## config.mk

```make
export PLATFORM = sky130hd
export DESIGN_NAME = accum_4bit
export DESIGN_NICKNAME = d
export VERILOG_FILES = /design/src/rtl/accum_pkg.sv /design/src/rtl/adder_4bit.sv /design/src/rtl/accum_4bit.sv
export SDC_FILE = /design/constraint.sdc
export NUM_CORES = 1
export LEC_CHECK = 0
export BUFFER_PORTS_ARGS = -buffer_cell sky130_fd_sc_hd__buf_2
export CORE_UTILIZATION = 40
export CTS_BUF_LIST = sky130_fd_sc_hd__clkbuf_16
export DETAILED_ROUTE_END_ITERATION = 12
export MAX_ROUTING_LAYER = met4
export PLACE_DENSITY = 0.66
export SKIP_CTS_REPAIR_TIMING = 1
export SYNTH_ARGS = -nofsm -noshare
export SYNTH_HDL_FRONTEND = slang
export SYNTH_SLANG_ARGS = --single-unit
```

## constraint.sdc

```tcl
create_clock -name clk -period 3.5 [get_ports clk]
set_input_delay 0.525 -clock clk [delete_from_list [all_inputs] [get_ports clk]]
set_output_delay 0.525 -clock clk [all_outputs]
set_load 0.05 [all_outputs]
```

## src/rtl/accum_pkg.sv

```systemverilog
// -----------------------------------------------------------------------------
// accum_pkg
//
// Purpose : Shared types and constants for the accum_4bit block.
//
// Contents:
//   DATA_W  - width of operands and of the accumulated sum (4)
//   CNT_W   - width of the accepted-operand counter (3)
//   state_t - controller states:
//               IDLE  : no operand accepted yet for the current sum
//               ACCUM : some, but not all, operands accepted
//               DONE  : result complete and held until consumed
// -----------------------------------------------------------------------------
package accum_pkg;

  localparam int DATA_W = 4;
  localparam int CNT_W  = 3;

  typedef enum logic [1:0] {
    IDLE  = 2'd0,
    ACCUM = 2'd1,
    DONE  = 2'd2
  } state_t;

endpackage : accum_pkg

```

## src/rtl/adder_4bit.sv

```systemverilog
// -----------------------------------------------------------------------------
// adder_4bit
//
// Purpose : Plain 4-bit ripple-style adder with carry in and carry out.
//
// Ports:
//   a    in  [3:0]  first addend
//   b    in  [3:0]  second addend
//   cin  in         carry in
//   sum  out [3:0]  a + b + cin, modulo 16
//   cout out        carry out of bit 3
// -----------------------------------------------------------------------------
module adder_4bit (
  input  logic [3:0] a,
  input  logic [3:0] b,
  input  logic       cin,
  output logic [3:0] sum,
  output logic       cout
);

  // Widen every operand to 5 bits so the carry lands in the top bit.
  assign {cout, sum} = {1'b0, a} + {1'b0, b} + {4'b0000, cin};

endmodule : adder_4bit

```

## src/rtl/accum_4bit.sv

```systemverilog
// -----------------------------------------------------------------------------
// accum_4bit
//
// Purpose : Sums N_OPS unsigned 4-bit operands accepted over a valid/ready
//           input handshake and presents the result over a valid/ready output
//           handshake. A sticky overflow flag records any carry out of bit 3.
//
// Parameters:
//   N_OPS      operands summed per result, legal range 1..7 (default 4)
//
// Ports:
//   clk        in         single clock, rising edge
//   rst_n      in         asynchronous active-low reset
//   clear      in         synchronous abort of the current sum (top priority)
//   in_valid   in         operand on din is valid
//   in_ready   out        operand is accepted this cycle if in_valid is high
//   din        in  [3:0]  unsigned operand
//   out_valid  out        result on acc is valid
//   out_ready  in         consumer takes the result this cycle
//   acc        out [3:0]  running or final sum
//   ovf        out        sticky carry-out flag for the current sum
//   count      out [2:0]  operands accepted for the current sum
//
// Build option:
//   ACCUM_SAT_EN  when defined, a carry saturates acc at 4'hF until the result
//                 is consumed; otherwise acc wraps modulo 16. ovf is set in
//                 both builds.
// -----------------------------------------------------------------------------
module accum_4bit
  import accum_pkg::*;
#(
  parameter int N_OPS = 4
) (
  input  logic              clk,
  input  logic              rst_n,
  input  logic              clear,
  input  logic              in_valid,
  output logic              in_ready,
  input  logic [DATA_W-1:0] din,
  output logic              out_valid,
  input  logic              out_ready,
  output logic [DATA_W-1:0] acc,
  output logic              ovf,
  output logic [CNT_W-1:0]  count
);

  // Count value at which the sum is complete.
  localparam logic [CNT_W-1:0] LAST_COUNT = CNT_W'(N_OPS);

  state_t              state_q, state_d;
  logic [DATA_W-1:0]   acc_q,   acc_d;
  logic                ovf_q,   ovf_d;
  logic [CNT_W-1:0]    count_q, count_d;

  logic [DATA_W-1:0]   add_sum;
  logic                add_carry;
  logic [CNT_W-1:0]    count_inc;
  logic                accept;
  logic                take_result;

  // Single shared adder: running sum plus incoming operand, no carry in.
  adder_4bit u_adder (
    .a    (acc_q),
    .b    (din),
    .cin  (1'b0),
    .sum  (add_sum),
    .cout (add_carry)
  );

  assign in_ready    = (state_q != DONE) && !clear;
  assign out_valid   = (state_q == DONE);
  assign accept      = in_valid && in_ready;
  assign take_result = out_valid && out_ready && !clear;
  assign count_inc   = count_q + 3'd1;

  assign acc   = acc_q;
  assign ovf   = ovf_q;
  assign count = count_q;

  // Next-state and datapath update. Clear beats both handshakes; consuming a
  // result returns to IDLE without accepting an operand on the same edge
  // (in_ready is low in DONE, so that falls out naturally).
  always_comb begin
    state_d = state_q;
    acc_d   = acc_q;
    ovf_d   = ovf_q;
    count_d = count_q;

    if (clear) begin
      state_d = IDLE;
      acc_d   = '0;
      ovf_d   = 1'b0;
      count_d = '0;
    end else begin
      case (state_q)
        IDLE, ACCUM: begin
          if (accept) begin
            count_d = count_inc;
            ovf_d   = ovf_q | add_carry;
`ifdef ACCUM_SAT_EN
            // Once saturated, stay pinned at full scale until consumed.
            acc_d   = (add_carry || ovf_q) ? 4'hF : add_sum;
`else
            acc_d   = add_sum;
`endif
            state_d = (count_inc == LAST_COUNT) ? DONE : ACCUM;
          end
        end

        DONE: begin
          if (take_result) begin
            state_d = IDLE;
            acc_d   = '0;
            ovf_d   = 1'b0;
            count_d = '0;
          end
        end

        default: begin
          state_d = IDLE;
          acc_d   = '0;
          ovf_d   = 1'b0;
          count_d = '0;
        end
      endcase
    end
  end

  // State and datapath registers; reset discards any partial or held sum.
  always_ff @(posedge clk or negedge rst_n) begin
    if (!rst_n) begin
      state_q <= IDLE;
      acc_q   <= '0;
      ovf_q   <= 1'b0;
      count_q <= '0;
    end else begin
      state_q <= state_d;
      acc_q   <= acc_d;
      ovf_q   <= ovf_d;
      count_q <= count_d;
    end
  end

endmodule : accum_4bit

```

==> results of run 1 <==
## power groups by stage
stage / clock, mW / combinational, mW / sequential, mW
finish: 0.197 / 0.110 / 0.140
global route: 0.207 / 0.121 / 0.141
CTS: 0.203 / 0.111 / 0.140
detailed placement: 0 / 0.110 / 0.141
global placement: 0 / 0.110 / 0.140
floorplan: 0 / 0.0427 / 0.179
## how the worst max path moves through the flow
stage	endpoint	cells after the start
2_1_floorplan	in_ready	2
3_3_place_gp	ovf$_DFFE_PN0P_	7
3_5_place_dp	ovf$_DFFE_PN0P_	7
4_1_cts	in_ready	3
5_1_grt	in_ready	3
6_report	in_ready	3
## cells in the final DEF (no fill, tap or decap), drive strengths merged, types with 3 or more instances in the layout
cell and instances:
a22o 3, nor2 5, dfrtp 10, inv 4, clkbuf 3, buf 18
a21oi 3, ha 6
## synth_stat cells
library cell	number	area, um2
dfrtp_1	10	250
ha_1	6	75.1
nor2_1	5	18.8
inv_1	4	15.0
a21oi_1	3	15.0
a22o_1	3	26.3
nand2_1	2	7.51
nand3_1	2	10.0
nor2b_1	2	12.5
nor3b_1	2	15.0
a21boi_0	1	7.51
a221oi_2	1	15.0
a311oi_1	1	8.76
a31oi_1	1	6.26
and3b_1	1	8.76
fa_1	1	20.0
mux2i_1	1	10.0
nand2b_1	1	6.26
o21ai_0	1	5.00
o21ba_2	1	10.0
o21bai_1	1	7.51
o22ai_1	1	6.26
o32ai_1	1	8.76
or2_2	1	6.26
or4b_4	1	13.8
xnor2_1	1	8.76
xor2_1	1	8.76
## logic make-up after synthesis
family          after synthesis
simple gates                 17
compound gates               15
flops                        10
fa+ha+maj                     7
buf+inv                       4
xor+xnor                      2
mux                           1
## final cells by class
class / count / area [um2] / area share, %
inverter: 4 / 15.0 / 1.91
multi-input combinational: 42 / 338 / 42.9
tap: 15 / 18.8 / 2.38
timing repair buffer: 18 / 90.1 / 11.4
sequential: 10 / 250 / 31.8
clock buffer: 3 / 75.1 / 9.54
## through the flow
step | setup slack [ns] | instance area, um2
finish | 1.80 | 787
global route | 1.73 | 787
CTS | 1.80 | 787
detailed placement | 1.76 | 712
global placement | 1.79 | 712
floorplan | 1.37 | 603
## per-layer routing
metal | vias to the layer above | wire, um
met5 | - | 0
met4 | 0 | 12
met3 | 3 | 79
met2 | 18 | 520
met1 | 230 | 575
li1 | 249 | -
## registers in the layout, summed over array words and instances, names as in the netlist
| register | flops |
|---|---|
| acc | 4 |
| count | 3 |
| state_q | 2 |
| ovf | 1 |
==> results_dict.tcl, run 1 <==
set metrics [dict create \
    use_met1_pct 21.7 \
    r2r_start "acc[0]$_DFFE_PN0P_" \
    io_buffers 18 \
    post-place-cells 89 \
    synth_fa_ha_area_share_pct 15.8 \
    crit_buf_inv 1 \
    p_comb_share_pct 24.7 \
    grt_antenna_before_repair 0 \
    ys_types 27 \
    rrSetupSlack_ns 2.02 \
    final.setup.tns_ns 0 \
    synth.area.mux_share_pct 1.66 \
    numCtsBuffers 3 \
    drv_slew 0 \
    tightest_slew_ns 0.684 \
    start_kind "register" \
    vias 500 \
    p_total_uw 447 \
    globalRouteTotalUtil_pct 18.0 \
    setup_viol 0 \
    crit_path_start "state_q[1]$_DFFE_PN0P_" \
    switchingPower_uw 136 \
    worstPathCellList "nor2b_1, nor2_1, buf_2" \
    drc 0 \
    power_leakage_nw 0.410 \
    worstPathMaxFanout 7 \
    insertion_delay_ns 0.23 \
    outcome "finished, final reports clean" \
    synth_area_per_cell_um2 10.8 \
    htree_levels 1 \
    grt_max_degree 11 \
    r2r_cells 6 \
    coreArea_mm2 0.00135 \
    synth-simple-area-share_pct 16.4 \
    final_cells 92 \
    via_per_inst 5.43 \
    pin_count 19 \
    ys_warn_count 0 \
    clock_sinks 10 \
    powerDensity_mw_per_mm2 568 \
    synth_top_family_by_area "compound AO/OA/AOI/OAI gates" \
    drt_iter0_drc 6 \
    slowest_stage "dfrtp_1" \
    internal-power_uw 311 \
    hold_ws_ns 0.148 \
    dieArea_mm2 0.00167 \
    dp_hpwl_um 918 \
    final_layout_size_suffix_gt1_share_pct 32.5 \
    maxCapViolations 0 \
    seqPwrFrac_pct 31.2 \
    ant_nets 0 \
    finClkSkew_ns 0.00301 \
    grt_pass1_vias 431 \
    regToRegEndpoint "ovf$_DFFE_PN0P_" \
    wl_per_cell_um 12.9 \
    grt_overflow 0 \
    cts_buffer_depth 2 \
    dieHeight_um 40.8 \
    ir_drop_mv 0.302 \
    clock.fmax_mhz 588 \
    sw_frac_of_total_pct 30.3 \
    worstSetupPathType "reg -> out" \
    critPathTopFamily "flip-flops" \
    nets 95 \
    routed_wl_um 1190 \
    cts_tree "built" \
    die_x_um 40.8 \
    synth_xor_area_share_pct 2.90 \
    period_share_pct 48.6 \
    use_met3_pct 9.78 \
    busiest_layer "met2" \
    cts-root-buf "clkbuf_16" \
    crit_path_max_incr_delay_ns 0.43 \
    num_antenna_cells 0 \
    min_path_type "in -> async" \
    met2_usage_pct 25.8 \
    start_util_pct 44.7 \
    ys_ff_latch 10 \
    synth-seq-area-share_pct 41.5 \
    drt-pass1-iter-count 4 \
    finalHoldViolCount 0 \
    worstPathRequired_ns 2.97 \
    netlist_instances 56 \
    relSlewSlack_pct 54.3 \
    final_util_pct 58.3 \
    synth_compound_area_share_pct 19.3 \
    p_clk_share_pct 44.0 \
    syn_nets 72 \
    grt_pass1_wl_um 1800 \
    syn_area_um2 603 \
    cp.arrival_ns 1.18 \
    period_needed_ns 1.70 \
    gp_congestion 0.783 \
    clkSlewWorstSetupHoldPaths_ns 0.04 \
    rsz0062_at_grt "false" \
    fillers 121 \
    syn2layout_area_growth_pct 30.5 \
    critPathCaptureType "output pin" \
    num_rows 13 \
]
(Power assumes the default switching activity.)
==> inputs of run 2 (changes only) <==
Clock period 3.5 ns to 1.58 ns, I/O delays scaled along.
==> results_dict.tcl, run 2 (synthesis gave the netlist of run 1 again) <==
set metrics [dict create \
    internal-power_uw 699 \
    hold_ws_ns 0.274 \
    tightest_slew_ns 0.389 \
    p_comb_share_pct 25.0 \
    pin_count 19 \
    post-place-cells 90 \
    grt_pass1_vias 428 \
    mostFrequentLayoutCell "buf_2" \
    p_clk_share_pct 44.1 \
    vias 483 \
    worstPathRequired_ns 1.72 \
    start_kind "register" \
    outcome "finished, final reports clean" \
    worstSetupPathType "reg -> reg" \
    drt_iter0_drc 9 \
    insertion_delay_ns 0.23 \
    critPathTopFamily "adder cells" \
    routed_wl_um 1210 \
    cts_buffer_depth 2 \
    syn2layout_area_growth_pct 37.3 \
    seqPwrFrac_pct 30.9 \
    nets 97 \
    fillers 111 \
    dieHeight_um 40.8 \
    cp.arrival_ns 1.56 \
    num_rows 13 \
    gp_congestion 0.842 \
    dieArea_mm2 0.00167 \
    layout_common_cells "18 x buf_2, 8 x dfrtp_1, 5 x inv_1, 5 x nor2_1, 5 x ha_1" \
    drt-pass1-iter-count 4 \
    multi_input_area_um2 355 \
    cts-root-buf "clkbuf_16" \
    largest_register_ffs 4 \
    grt_pass1_wl_um 1780 \
    switchingPower_uw 306 \
    period_share_pct 89.7 \
    dp_hpwl_um 912 \
    drv_slew 0 \
    period_needed_ns 1.42 \
    final_layout_size_suffix_gt1_share_pct 38.8 \
    relSlewSlack_pct 74.0 \
    clock.fmax_mhz 706 \
    ir_drop_mv 0.849 \
    globalRouteTotalUtil_pct 17.9 \
    finClkSkew_ns 0.000531 \
    wl_per_cell_um 12.7 \
    worstPathCellList "ha_4, inv_1, fa_2, nor2b_1, o21ai_0, a221oi_2" \
    powerDensity_mw_per_mm2 1210 \
    grt_antenna_before_repair 0 \
    worstPathMaxFanout 3 \
    drc 0 \
    slowest_stage "dfrtp_2" \
    clock_sinks 10 \
    min_path_type "in -> reg" \
    start_util_pct 44.7 \
    crit_path_max_incr_delay_ns 0.38 \
    maxCapViolations 0 \
    crit_buf_inv 1 \
    htree_levels 1 \
    critPathCaptureType "register" \
    final_cells 95 \
    grt_overflow 0 \
    numCtsBuffers 3 \
    die_x_um 40.8 \
    final.setup.tns_ns 0 \
    num_antenna_cells 0 \
    sw_frac_of_total_pct 30.4 \
    clkSlewWorstSetupHoldPaths_ns 0.04 \
    ant_nets 0 \
    coreArea_mm2 0.00135 \
    final_util_pct 61.4 \
    grt_max_degree 11 \
    final-seq-area_um2 253 \
    rsz0062_at_grt "false" \
    setup_viol 0 \
    via_per_inst 5.08 \
    cts_tree "built" \
    power_leakage_nw 0.421 \
    io_buffers 18 \
    finalHoldViolCount 0 \
]
[run 2: stage by stage]
stage / cell area (um2) / setup slack [ns] / power (mW)
floorplan: 623 / 0.00241 / 0.497
global placement: 739 / 0.199 / 0.562
detailed placement: 739 / 0.162 / 0.564
CTS: 818 / 0.157 / 1.01
global route: 828 / 0.0529 / 1.05
finish: 828 / 0.163 / 1.01
[run 2: per-layer routing]
metal	vias to the layer above	wire, um	track usage [%]
met1	216	601	23.2
met2	14	542	24.6
met5	-	0	-
met3	0	64	8.15
met4	0	0	5.00
li1	253	-	-
[run 2: layout make-up]
cell class,count,area share (%)
inverter,4,1.81
clock inverter,1,0.453
sequential,10,30.5
multi-input combinational,42,42.9
clock buffer,3,9.06
timing repair buffer,20,13.0
tap,15,2.27
[run 2: final timing paths]
path                                                to            startpoint  slack [ns]  cells after the start
worst max-delay path                   ovf$_DFFE_PN0P_    acc[0]$_DFFE_PN0P_        0.16                      6
worst min-delay path            state_q[0]$_DFFE_PN0P_              in_valid        0.27                      2
worst max register to register         ovf$_DFFE_PN0P_    acc[0]$_DFFE_PN0P_        0.16                      6
worst min register to register    count[2]$_DFFE_PN0P_  count[2]$_DFFE_PN0P_        0.52                      1
max in group asynchronous           acc[1]$_DFFE_PN0P_                 rst_n        0.98                      2
min in group asynchronous              ovf$_DFFE_PN0P_                 rst_n        0.39                      2
[run 2: worst register-to-register path: stages (launching register included)]
cell	delay (ns)
dfrtp_2	0.38
ha_4	0.14
inv_1	0.05
fa_2	0.35
nor2b_1	0.11
o21ai_0	0.09
a221oi_2	0.21
[run 2: power groups by stage]
stage	clock, mW	sequential [mW]	combinational [mW]
after global placement	0	0.313	0.250
after floorplan	0	0.400	0.0966
after global routing	0.464	0.315	0.276
final	0.444	0.311	0.251
after detailed placement	0	0.315	0.249
after CTS	0.450	0.311	0.251
==> inputs of run 3 (changes only) <==
--- a/config.mk
+++ b/config.mk
@@ -8,7 +8,8 @@
 export BUFFER_PORTS_ARGS = -buffer_cell sky130_fd_sc_hd__buf_2
-export CORE_UTILIZATION = 40
+export CORE_AREA = 2 2 39 41
 export CTS_BUF_LIST = sky130_fd_sc_hd__clkbuf_16
 export DETAILED_ROUTE_END_ITERATION = 12
+export DIE_AREA = 0 0 41 43
 export MAX_ROUTING_LAYER = met4
-export PLACE_DENSITY = 0.66
+export PLACE_DENSITY = 0.73
 export SKIP_CTS_REPAIR_TIMING = 1
==> constraint.sdc (replaced) <==
create_clock -name clk -period 1.7 [get_ports clk]
set_input_delay 0.17 -clock clk [delete_from_list [all_inputs] [get_ports clk]]
set_output_delay 0.17 -clock clk [all_outputs]
set_load 0.05 [all_outputs]
==> results_dict.tcl, run 3 (synthesis gave the netlist of run 1 again) <==
set metrics [dict create \
    drt-pass1-iter-count 2 \
    cts_tree "built" \
    wl_per_cell_um 13.8 \
    drv_slew 0 \
    layout_common_cells "18 x buf_2, 9 x dfrtp_1, 6 x ha_1" \
    ant_nets 0 \
    io_buffers 18 \
    final_layout_size_suffix_gt1_share_pct 35.0 \
    cts_buffer_depth 2 \
    setup_slack_ns 0.161 \
    cp.arrival_ns 1.68 \
    post-place-cells 91 \
    rrSetupSlack_ns 0.16 \
    syn2layout_area_growth_pct 34.9 \
    ir_drop_mv 0.727 \
    period_share_pct 90.5 \
    coreArea_mm2 0.00138 \
    die_x_um 41 \
    setup_viol 0 \
    relSlewSlack_pct 75.3 \
    worstPathCellList "ha_1, inv_1, fa_1, nor2b_1, o21ai_0, a221oi_2" \
    start_util_pct 43.6 \
    grt_pass1_wl_um 2130 \
    numCtsBuffers 3 \
    pin_count 19 \
    slowest_stage "fa_1" \
    r2r_cells 6 \
    routed_wl_um 1320 \
    crit_buf_inv 1 \
    outcome "finished, final reports clean" \
    start_kind "register" \
    htree_levels 1 \
    worstPathMaxFanout 3 \
    grt_max_degree 11 \
    powerDensity_mw_per_mm2 1150 \
    globalRouteTotalUtil_pct 20.0 \
    worstPathRequired_ns 1.84 \
    worst_hold_path.num_cells 2 \
    final.setup.tns_ns 0 \
    p_total_uw 938 \
    grt_antenna_before_repair 0 \
    grt_pass1_vias 463 \
    clock.fmax_mhz 650 \
    largest_register_ffs 4 \
    worstHoldStart "in_valid" \
    dieArea_mm2 0.00176 \
    mostFrequentLayoutCell "buf_2" \
    grt_overflow 0 \
    regToRegEndpoint "ovf$_DFFE_PN0P_" \
    drc 0 \
    tightest_slew_ns 0.369 \
    crit_path_max_incr_delay_ns 0.41 \
    r2r_start "acc[0]$_DFFE_PN0P_" \
    worstSetupPathType "reg -> reg" \
    post_dp_cell_area_um2 724 \
    finClkSkew_ns 0.00610 \
    clkSlewWorstSetupHoldPaths_ns 0.04 \
    nets 97 \
    num_antenna_cells 0 \
    finalHoldViolCount 0 \
    maxCapViolations 0 \
    pre_cts_ws_ns 0.237 \
    critPathTopFamily "adder cells" \
    cts-root-buf "clkbuf_16" \
    gp_congestion 0.880 \
    power_leakage_nw 0.423 \
    min_path_type "in -> reg" \
    holdPathEnd "state_q[0]$_DFFE_PN0P_" \
    final_area_um2 813 \
    num_rows 14 \
    drt_iter0_drc 1 \
    final_cells 96 \
    critPathCaptureType "register" \
    clock_sinks 10 \
    dieHeight_um 43 \
    via_per_inst 5.28 \
    period_needed_ns 1.54 \
    rsz0062_at_grt "false" \
    vias 507 \
    insertion_delay_ns 0.24 \
]
[run 3: how the worst max path moves through the flow]
stage                       start         endpoint  slack [ns]  depth (start not counted)
5_1_grt        acc[0]$_DFFE_PN0P_  ovf$_DFFE_PN0P_        0.06                          6
2_1_floorplan  acc[1]$_DFFE_PN0P_  ovf$_DFFE_PN0P_        0.02                          5
3_5_place_dp   acc[0]$_DFFE_PN0P_  ovf$_DFFE_PN0P_        0.24                          6
3_3_place_gp   acc[0]$_DFFE_PN0P_  ovf$_DFFE_PN0P_        0.26                          6
4_1_cts        acc[0]$_DFFE_PN0P_  ovf$_DFFE_PN0P_        0.17                          6
6_report       acc[0]$_DFFE_PN0P_  ovf$_DFFE_PN0P_        0.16                          6
[run 3: final cells by class]
type	instances	area (um2)
Tap cell	16	20.0
Fill cell	123	571
Clock inverter	1	3.75
Multi-Input combinational cell	42	340
Clock buffer	3	75.1
Timing Repair Buffer	20	108
Sequential cell	10	251
Inverter	4	15.0
[run 3: worst reg2reg max path: cells and delay by family (launching register included)]
family	cells	cell delay (ns)
fa+ha+maj	2	0.57
simple gates	1	0.11
buf+inv	1	0.05
compound gates	2	0.35
flops	1	0.36
[run 3: routing by layer]
| metal | part of all wire, % | GRT usage (%) | up-vias |
|---|---|---|---|
| li1 | - | - | 252 |
| met1 | 41 | 23.0 | 238 |
| met2 | 51 | 29.1 | 13 |
| met3 | 5.6 | 6.28 | 4 |
| met4 | 2.5 | 12.0 | 0 |
| met5 | 0 | - | - |
[run 3: power breakdown]
group          leakage (nW)  switching (mW)  internal [mW]
registers             0.132          0.0238          0.264
clock network        0.0423           0.109          0.308
logic                 0.249           0.158         0.0759
[run 3: per-stage QoR]
step / util, % / hold slack, ns
2_1_floorplan: - / -0.126
3_3_place_gp: 52.4 / 0.0500
3_5_place_dp: 52.4 / 0.0473
4_1_cts: 58.0 / -0.204
5_1_grt: 58.8 / 0.229
6_report: 58.8 / 0.213
